<file path="src/rtl/fsm_seq_gen.sv">
// Step-sequencer FSM: walks NSTEPS programmable steps, each with its own output word and dwell time.
// Optional completed-run counter enabled by defining FSM_SEQ_RUNCNT_EN; otherwise run_cnt is tied to 0.
module fsm_seq_gen #(
   parameter int OUT_W     = 4,
   parameter int NSTEPS    = 5,
   parameter int DWELL_W   = 4,
   parameter int ALT_START = 2,
   parameter int CNT_W     = 8
) (
   input  logic                                          clk,
   input  logic                                          rstb,
   input  logic                                          enable,
   input  logic                                          auto_run,
   input  logic                                          start,
   input  logic                                          hold,
   input  logic                                          abort,
   input  logic [NSTEPS*OUT_W-1:0]                       step_out_tbl,
   input  logic [NSTEPS*DWELL_W-1:0]                     step_dwell_tbl,
   output logic [OUT_W-1:0]                              out,
   output logic [((NSTEPS > 2) ? $clog2(NSTEPS) : 1)-1:0] step,
   output logic                                          busy,
   output logic                                          done,
   output logic [CNT_W-1:0]                              run_cnt
);

   localparam int SW = (NSTEPS > 2) ? $clog2(NSTEPS) : 1;

   typedef enum logic {IDLE, RUN} state_t;

   state_t             state, state_n;
   logic [OUT_W-1:0]   out_n;
   logic [SW-1:0]      step_n, ld_idx;
   logic               busy_n, done_n, ld_en;
   logic [DWELL_W-1:0] dwell, dwell_n;

   always_ff @(posedge clk) begin
      if (!rstb) begin
         state <= IDLE;
         out   <= '0;
         step  <= '0;
         busy  <= 1'b0;
         done  <= 1'b0;
         dwell <= '0;
      end else begin
         state <= state_n;
         out   <= out_n;
         step  <= step_n;
         busy  <= busy_n;
         done  <= done_n;
         dwell <= dwell_n;
      end
   end

   // Every step entry (launch or advance) funnels through ld_en so table fields are sampled in one place.
   always_comb begin
      state_n = state;
      out_n   = out;
      step_n  = step;
      busy_n  = busy;
      done_n  = 1'b0;
      dwell_n = dwell;
      ld_en   = 1'b0;
      ld_idx  = step + SW'(1);
      unique case (state)
         IDLE: begin
            out_n   = '0;
            step_n  = '0;
            busy_n  = 1'b0;
            dwell_n = '0;
            if (!abort && (auto_run || start)) begin
               ld_en  = 1'b1;
               ld_idx = enable ? '0 : SW'(ALT_START);
            end
         end
         RUN: begin
            if (abort || (!hold && dwell == '0 && step == SW'(NSTEPS-1))) begin
               state_n = IDLE;
               out_n   = '0;
               step_n  = '0;
               busy_n  = 1'b0;
               dwell_n = '0;
               done_n  = !abort;
            end else if (!hold) begin
               if (dwell != '0) dwell_n = dwell - DWELL_W'(1);
               else             ld_en   = 1'b1;
            end
         end
         default: state_n = IDLE;
      endcase
      if (ld_en) begin
         state_n = RUN;
         busy_n  = 1'b1;
         step_n  = ld_idx;
         out_n   = step_out_tbl[32'(ld_idx)*OUT_W +: OUT_W];
         dwell_n = step_dwell_tbl[32'(ld_idx)*DWELL_W +: DWELL_W];
      end
   end

`ifdef FSM_SEQ_RUNCNT_EN
   always_ff @(posedge clk) begin
      if (!rstb)                             run_cnt <= '0;
      else if (done_n && run_cnt != '1)      run_cnt <= run_cnt + CNT_W'(1);
   end
`else
   assign run_cnt = '0;
`endif

endmodule

</file>
<file path="config.mk">
export PLATFORM = sky130hd
export DESIGN_NAME = fsm_seq_gen
export DESIGN_NICKNAME = d
export VERILOG_FILES = /design/src/rtl/fsm_seq_gen.sv
export SDC_FILE = /design/constraint.sdc
export NUM_CORES = 1
export LEC_CHECK = 0
export CORE_ASPECT_RATIO = 0.7
export CORE_MARGIN = 5
export CORE_UTILIZATION = 25
export DETAILED_ROUTE_END_ITERATION = 8
export SLEW_MARGIN = 20
export SYNTH_ARGS = -nofsm -noshare
export SYNTH_HDL_FRONTEND = slang
export SYNTH_SLANG_ARGS = --single-unit
</file>
<file path="constraint.sdc">
create_clock -name clk -period 4.05 [get_ports clk]
set_input_delay 0.81 -clock clk [delete_from_list [all_inputs] [get_ports clk]]
set_output_delay 0.81 -clock clk [all_outputs]
set_load 0.02 [all_outputs]
</file>
---- Word level (Yosys, flattened, before mapping) ----
Index checks and enable logic that the tools add are counted.
word-level totals
  output and inout bits ................... 17
  register bits after elaboration ......... 14
  logic and storage cells ................. 51
  input port bits ......................... 47
cells by class
  eq/ne operators ......................... 4
  shift-type cells ........................ 2
  bitwise gates (word level) .............. 1
  multiplexer cells ....................... 25
  add/sub/neg operators ................... 2
  reductions and logical operators ........ 11
operators by type and width
  kind                                                                 count
  20-bit by 6-bit indexed part select with 4-bit output                2
  4-bit 2-to-1 mux                                                     6
  4-bit case mux with 2 select lines                                   2
  3-bit 2-to-1 mux                                                     4
  1-bit 2-to-1 mux                                                     9
  3-bit case mux with 2 select lines                                   1
  4-bit logical NOT                                                    1
  4-bit by 1-bit != test with 1-bit output (second input constant)     1
  4-bit by 2-bit != test with 1-bit output (second input constant)     1
  1-bit case mux with 2 select lines                                   2
  4-bit nonzero test                                                   1
  4-bit by 1-bit subtractor with 4-bit output (second input constant)  1
  3-bit by 1-bit adder with 3-bit output (second input constant)       1
  3-bit equality test (second input constant)                          1
  1-bit logical AND                                                    3
  3-bit by 1-bit != test with 1-bit output (second input constant)     1
  3-bit AND reduction                                                  1
  1-bit logical NOT                                                    2
  1-bit logical OR                                                     2
  2-bit 2-to-1 mux                                                     1
  2-bit AND reduction                                                  1
  1-bit inverter                                                       1

---- Longest topological paths before layout ----
Gate-level depths: netlist of the first run.
  depth in word-level cells ............... 8
  gate-level depth with buffers ........... 10
  depth with buffers taken out ............ 7

---- Least setup slack after synthesis of the first run ----
Ideal clock, no wire load.
  path type ............................... reg-to-reg
  start ................................... reg step[0] (netlist name)
  end ..................................... reg dwell[1]
  cell stages (with the launch flop) ...... 11
  data arrival time ....................... 2391 ps
  period minus slack after synthesis ...... 2509 ps
  buffers on the path ..................... 3
  slack ................................... 1541 ps
  setup time .............................. 118 ps
  data required time ...................... 3932 ps
  path through ............................ dfxtp_1 clkbuf_1 inv_1 ha_1 clkbuf_1 clkbuf_1 nor3b_1 nor4_1 o31a_1 a21oi_1 a21oi_1
on the way
  cells in the longest elaborated chain, start to end .. 7
  elaborated cells between the ends (all ways) .. 15
  those cells by class .................... 1 x add/sub; 3 x eq/ne; 1 x shift; 7 x mux; 3 x reduce/logical
RTL lines
  element                                                                                         RTL line  text
  start, declared                                                                                 20        output logic [((NSTEPS > 2) ? $clog2(NSTEPS) : 1)-1:0] step,
  start signal, assigned                                                                          47        step <= step_n;
  parallel branches: the longest is 7 deep, another holds 3-bit by 1-bit adder with 3-bit output  -
  end signal, assigned                                                                            50        dwell <= dwell_n;
  end, declared                                                                                   34        logic [DWELL_W-1:0] dwell, dwell_n;
Parallel ways; which one is timed is not known.
A chain may end at the register's enable or synchronous reset.

---- Final worst setup path of the first run ----
  start ................................... in hold
  end ..................................... reg dwell[2]
on the way
  cells in the longest elaborated chain, start to end .. 8
  elaborated cells between the ends (all ways) .. 13
  those cells by class .................... 2 x eq/ne; 6 x mux; 5 x reduce/logical
RTL lines
  element                                                                                                                RTL line  text
  start, declared                                                                                                        15        input logic hold,
  1-bit logical NOT                                                                                                      -
  1-bit logical AND (2 in series)                                                                                        76        if (abort || (!hold && dwell == '0 && step == SW'(NSTEPS-1))) begin
  1-bit logical OR                                                                                                       76
  1-bit 2-to-1 mux                                                                                                       76
  1-bit case mux with 2 select lines                                                                                     64        unique case (state)
  4-bit by 1-bit != test with 1-bit output (no source line) or 4-bit by 2-bit != test with 1-bit output (tied branches)  -
  2-bit AND reduction (no source line)                                                                                   -
Parallel ways exist; a longest one is shown, timed or not.

==> impl_metrics.py, run 1 <==
metrics = {
    "sta": {
        "setup_viol": 0,
        "finalCritPeriodShare": 0.680,
        "clock.fmax_mhz": 363,
        "maxSlewHeadroom": 0.620,
        "rsz0062_at_grt": "no",
        "setup_tns_ps": 0,
        "fin_skew_ps": 5.94,
        "fin_crit_ps": 2760,
        "drv_slew": 0,
        "worst_pin_slew_ps": 570,
        "hold_viol": 0,
    },
    "synth": {
        "synth-main-ff-cell": "dfxtp_1",
        "synthTopCellsByArea": "dfxtp_1 (23%), mux2i_1 (5.8%), o21ai_0 (5.8%), mux4_2 (5.6%), buf_4 (4.9%)",
        "synthDistinctLibCells": 47,
        "ys_seq_area_frac": 0.230,
        "synth_area_per_cell_um2": 8.11,
        "synth_compound_area_frac": 0.313,
        "yosys.area.top_type_share": 0.230,
        "synthMuxAreaShare": 0.113,
        "synth_top_family_by_area": "compound AO/OA/AOI/OAI gates",
        "async_reset_ff_frac": 0,
        "syn_area_um2": 1220,
        "yosys.area.top_type": "dfxtp_1",
        "synth_fa_ha_area_frac": 0.0309,
        "synth_edf_count": 0,
        "yosys_warnings": 0,
        "synthCells": 150,
        "synth_seq_cells": 14,
        "synth-xor-area-share": 0.0216,
        "yosys.area_share.simple": 0.194,
    },
    "drt": {
        "dr_wl_met3_um": 355,
        "wl_met1_mm": 1.81,
        "dr_total_vias": 1297,
        "drt_iter0_drc": 117,
        "wl_per_cell_um": 14.6,
        "routed_wirelength_mm": 3.95,
        "firstDrtPassIters": 4,
        "route.detailed.drc": 0,
        "dr_wl_met2_mm": 1.75,
        "drt.antenna.violating_nets": 0,
        "top_layer": "met4",
        "viasPerCell": 4.80,
    },
    "hold_path": {
        "worstHoldStart": "out[0]$_SDFFE_PN0P_",
        "hp-class": "register to register",
    },
    "global_routing": {
        "grt_pass1_wl_mm": 6.25,
        "grt_antenna_before_repair": 0,
        "grt_util_all_layers": 0.127,
        "first_global_vias": 1303,
        "grt_max_degree": 21,
        "globalRouteOverflowTotal": 0,
    },
    "placement": {
        "io_buffers": 55,
        "dpl.hpwl_mm": 3.06,
        "gp_congestion": 0.885,
        "dpl-instance-area_um2": 1800,
    },
    "final_layout": {
        "final_nets": 252,
        "final_core_utilization": 0.390,
        "ff_latch_area_um2": 280,
        "drive_gt1_frac": 0.0746,
        "multi_input_area_um2": 848,
        "n_fill_cell": 498,
        "fin_area_um2": 1850,
        "areaGrowthSynthToFinish_pct": 52.5,
        "diodes": 0,
    },
    "critical_path": {
        "end_kind": "register",
        "crit_buf_inv": 1,
        "cp_top_family": "simple AND/OR/NAND/NOR gates",
        "crit_type": "input port to register",
        "r2r-start": "dwell[0]$_SDFFE_PN0P_",
        "critPathLaunchType": "input port",
        "cpPeakStageDelay_ps": 540,
        "startpoint": "hold",
        "path_cells": "clkdlybuf4s50_1 > or4b_4 > or3_1 > a211o_1 > a22oi_1 > o221a_2",
        "cpMaxStageDelayCell": "or4b_4",
        "cp.required_ps": 4240,
        "worstPathArrival_ps": 2950,
        "path_max_fanout": 6,
    },
    "run": {
        "cap_violations": 0,
    },
    "power_and_ir_drop": {
        "power.total_mw": 0.433,
        "p_leak_nw": 0.678,
        "max-vdd-ir-drop_mv": 0.102,
        "pwr_density_cell_nw_per_um2": 233,
    },
    "clock_network": {
        "tritoncts": "yes",
        "clock_path_buffers": 2,
        "clockRootBuffer": "clkbuf_8",
        "cts_hold_buf": 0,
        "cts_setup_buffers": 0,
        "cts_sinks": 14,
        "clock_latency_ps": 250,
        "h-tree-depth": 1,
        "clkTransAtPathRegs_ps": 70,
        "cts_resized": 0,
        "cts_buffers": 3,
    },
    "floorplanning": {
        "start_util": 0.256,
        "core_um2": 4760,
        "die-height_um": 68.4,
        "io_pins": 64,
        "die_w_um": 93.4,
        "die_area_um2": 6380,
        "num_rows": 21,
    },
    "status": {
        "outcome": "completed",
    },
}
==> worst reg2reg max path: cells and delay by family (launching register included) <==
kind	cells	cell delay, ps
simple gates	2	990
compound gates	3	640
flops	1	340
fa+ha+maj	1	200
buf+inv	1	60
==> sequential cells by signal, indices dropped and copies added (netlist names) <==
signal,count
state,1
busy,1
done,1
step,3
out,4
dwell,4
==> metal layers <==
metal,vias to the layer above,global-route usage
met4,0,0.0384
met5,-,0
li1,660,-
met2,51,0.212
met1,580,0.157
met3,6,0.0407
==> per-stage QoR <==
step	hold slack, ps	worst slack (ps)	std cells
floorplan	547	1540	157
global placement	473	1110	266
detailed placement	475	1070	266
CTS	489	1310	270
global route	530	1150	270
finish	479	1290	270
==> cell usage in the layout (no fill, tap or decap), types with 5 or more instances in the layout <==
| cell | instances |
|---|---|
| a21oi_1 | 11 |
| clkdlybuf4s50_1 | 55 |
| conb_1 | 8 |
| dfxtp_1 | 14 |
| inv_1 | 5 |
| mux2i_1 | 7 |
| nand2_1 | 11 |
| o21ai_0 | 14 |
==> final timing paths <==
kind              slack [ps]  depth (start not counted)               endpoint
hold reg to reg          480                          2    out[0]$_SDFFE_PN0P_
hold / removal           480                          2    out[0]$_SDFFE_PN0P_
setup reg to reg        1770                          7  dwell[2]$_SDFFE_PN0P_
setup / recovery        1290                          6  dwell[2]$_SDFFE_PN0P_
==> synth_stat cells, types with 2 or more instances <==
cell type / count
a22o_1: 4
mux4_2: 3
nand2b_1: 2
and2_1: 3
a31oi_1: 4
ha_1: 3
a22oi_1: 4
a21oi_1: 11
clkbuf_1: 7
o31a_1: 2
nand2_1: 11
nor2_1: 2
nor3b_1: 2
o221a_2: 3
mux2i_1: 7
nand3_1: 4
inv_1: 5
buf_4: 8
nor2b_1: 3
xnor2_1: 2
o32ai_1: 4
nor3_1: 3
o21ai_0: 14
a211o_1: 3
dfxtp_1: 14
==> area by class of cell <==
type | count | share of cell area
multi-input combinational | 121 | 0.457
timing repair buffer | 57 | 0.305
sequential | 14 | 0.151
tap | 69 | 0.0466
clock buffer | 4 | 0.0297
inverter | 5 | 0.0101
==> where the power goes <==
part           switching (mW)  total, mW  internal [mW]
Clock                  0.0557      0.142         0.0863
Sequential            0.00670      0.151          0.145
Combinational          0.0606      0.139         0.0787
==> cell families after synthesis <==
kind of cell             Yosys count
AO/OA/AOI/OAI                     56
AND/OR/NAND/NOR                   41
buffers and inverters             22
flip-flops                        14
multiplexers                      10
adder cells (fa/ha/maj)            3
XOR/XNOR                           3
other                              1
Note: power is estimated with default switching activity, not from simulation.
==> run 2, diff against run 1 <==
==> constraint.sdc (replaced) <==
create_clock -name clk -period 2.65 [get_ports clk]
set_input_delay 0.53 -clock clk [delete_from_list [all_inputs] [get_ports clk]]
set_output_delay 0.53 -clock clk [all_outputs]
set_load 0.02 [all_outputs]
==> impl_metrics.py, run 2 (synthesized netlist as in run 1, its figures left out) <==
metrics = {
    "clock_network": {
        "cts_hold_buf": 0,
        "cts_resized": 0,
        "cts_sinks": 14,
        "clock_path_buffers": 2,
        "clkTransAtPathRegs_ps": 60,
        "cts_buffers": 3,
        "cts_setup_buffers": 0,
        "clockRootBuffer": "clkbuf_8",
        "h-tree-depth": 1,
        "clock_latency_ps": 250,
        "tritoncts": "yes",
    },
    "floorplanning": {
        "num_rows": 21,
        "core_um2": 4760,
        "die-height_um": 68.4,
        "start_util": 0.256,
        "io_pins": 64,
        "die_area_um2": 6380,
        "die_w_um": 93.4,
    },
    "power_and_ir_drop": {
        "pwr_density_cell_nw_per_um2": 350,
        "max-vdd-ir-drop_mv": 0.122,
        "power.total_mw": 0.673,
        "p_leak_nw": 0.721,
    },
    "drt": {
        "viasPerCell": 4.81,
        "firstDrtPassIters": 4,
        "wl_per_cell_um": 14.4,
        "drt_iter0_drc": 74,
        "drt.antenna.violating_nets": 0,
        "dr_total_vias": 1343,
        "route.detailed.drc": 0,
        "routed_wirelength_mm": 4.00,
    },
    "sta": {
        "fin_crit_ps": 2330,
        "whs_ps": 474,
        "rsz0062_at_grt": "no",
        "clock.fmax_mhz": 430,
        "drv_slew": 0,
        "fin_skew_ps": 3.11,
        "finalCritPeriodShare": 0.878,
        "hold_viol": 0,
        "setup_tns_ps": 0,
        "setup_viol": 0,
    },
    "global_routing": {
        "first_global_vias": 1283,
        "globalRouteOverflowTotal": 0,
        "grt_util_all_layers": 0.125,
        "grt_max_degree": 21,
        "grtUsageMet2": 0.194,
        "grt_pass1_wl_mm": 6.17,
        "grt_antenna_before_repair": 0,
        "grt_util_met3": 0.0571,
        "top_usage_layer": "met2",
        "gr-usage-met1": 0.155,
    },
    "critical_path": {
        "path_max_fanout": 4,
        "critPathLaunchType": "input port",
        "end_kind": "register",
        "crit_type": "input port to register",
        "cp.required_ps": 2850,
        "worstPathArrival_ps": 2530,
    },
    "placement": {
        "gp_congestion": 0.843,
        "dpl.hpwl_mm": 3.26,
        "io_buffers": 55,
    },
    "hold_path": {
        "hp-class": "register to register",
    },
    "final_layout": {
        "final_nets": 261,
        "diodes": 0,
        "drive_gt1_frac": 0.114,
        "largestRegisters": "dwell (4), out (4), step (3)",
        "final_cell_mix": "clkdlybuf4s50_1 (55), o21ai_0 (14), dfxtp_1 (14)",
        "layout_commonest_cell": "clkdlybuf4s50_1",
        "areaGrowthSynthToFinish_pct": 58.0,
    },
    "run": {
        "cap_violations": 0,
    },
    "status": {
        "outcome": "completed",
    },
}
## run 2: changes by cell type in the layout (fill, tap and decap cells not counted)
cell and change:
buf_4 +9
## run 2: routing by layer
| layer | vias to the layer above | share of wire |
|---|---|---|
| li1 | 679 | - |
| met1 | 595 | 0.46 |
| met2 | 67 | 0.42 |
| met3 | 2 | 0.11 |
| met4 | 0 | 0.0032 |
| met5 | - | 0 |
## run 2: cell type report
cell class / instances / area (um2)
fillers: 504 / 2830
multi-input cells: 121 / 848
repair buffers: 66 / 633
flip-flops and latches: 14 / 280
well taps: 69 / 86.3
clock buffers: 4 / 55.1
inverters: 5 / 18.8
## run 2: final timing paths
| kind | slack, ps | depth (start not counted) | from | to |
|---|---|---|---|---|
| worst min-delay path | 470 | 2 | out[2]$_SDFFE_PN0P_ | out[2]$_SDFFE_PN0P_ |
| worst max register to register | 460 | 7 | dwell[0]$_SDFFE_PN0P_ | dwell[2]$_SDFFE_PN0P_ |
| worst min register to register | 470 | 2 | out[2]$_SDFFE_PN0P_ | out[2]$_SDFFE_PN0P_ |
| worst max-delay path | 320 | 6 | hold | dwell[2]$_SDFFE_PN0P_ |
## run 2: critical path, cell delays in order
cell and delay, ps:
clkdlybuf4s50_1 420, or4b_4 490, or3_1 450, a211o_1 250, a22oi_1 170, o221a_2 210
## run 2: where the power goes
part	switching [mW]	total, mW	internal (mW)
logic	0.0954	0.226	0.130
registers	0.00979	0.231	0.221
clock network	0.0846	0.216	0.132
total	0.190	0.673	0.483
## run 2: metrics by stage
step | cells | utilization | setup slack [ps] | cell area (um2)
3_3_place_gp | 275 | 0.393 | 109 | 1870
6_report | 279 | 0.404 | 324 | 1920
5_1_grt | 279 | 0.404 | 247 | 1920
4_1_cts | 279 | 0.404 | 354 | 1920
2_1_floorplan | 157 | - | 141 | 1240
3_5_place_dp | 275 | 0.393 | 103 | 1870
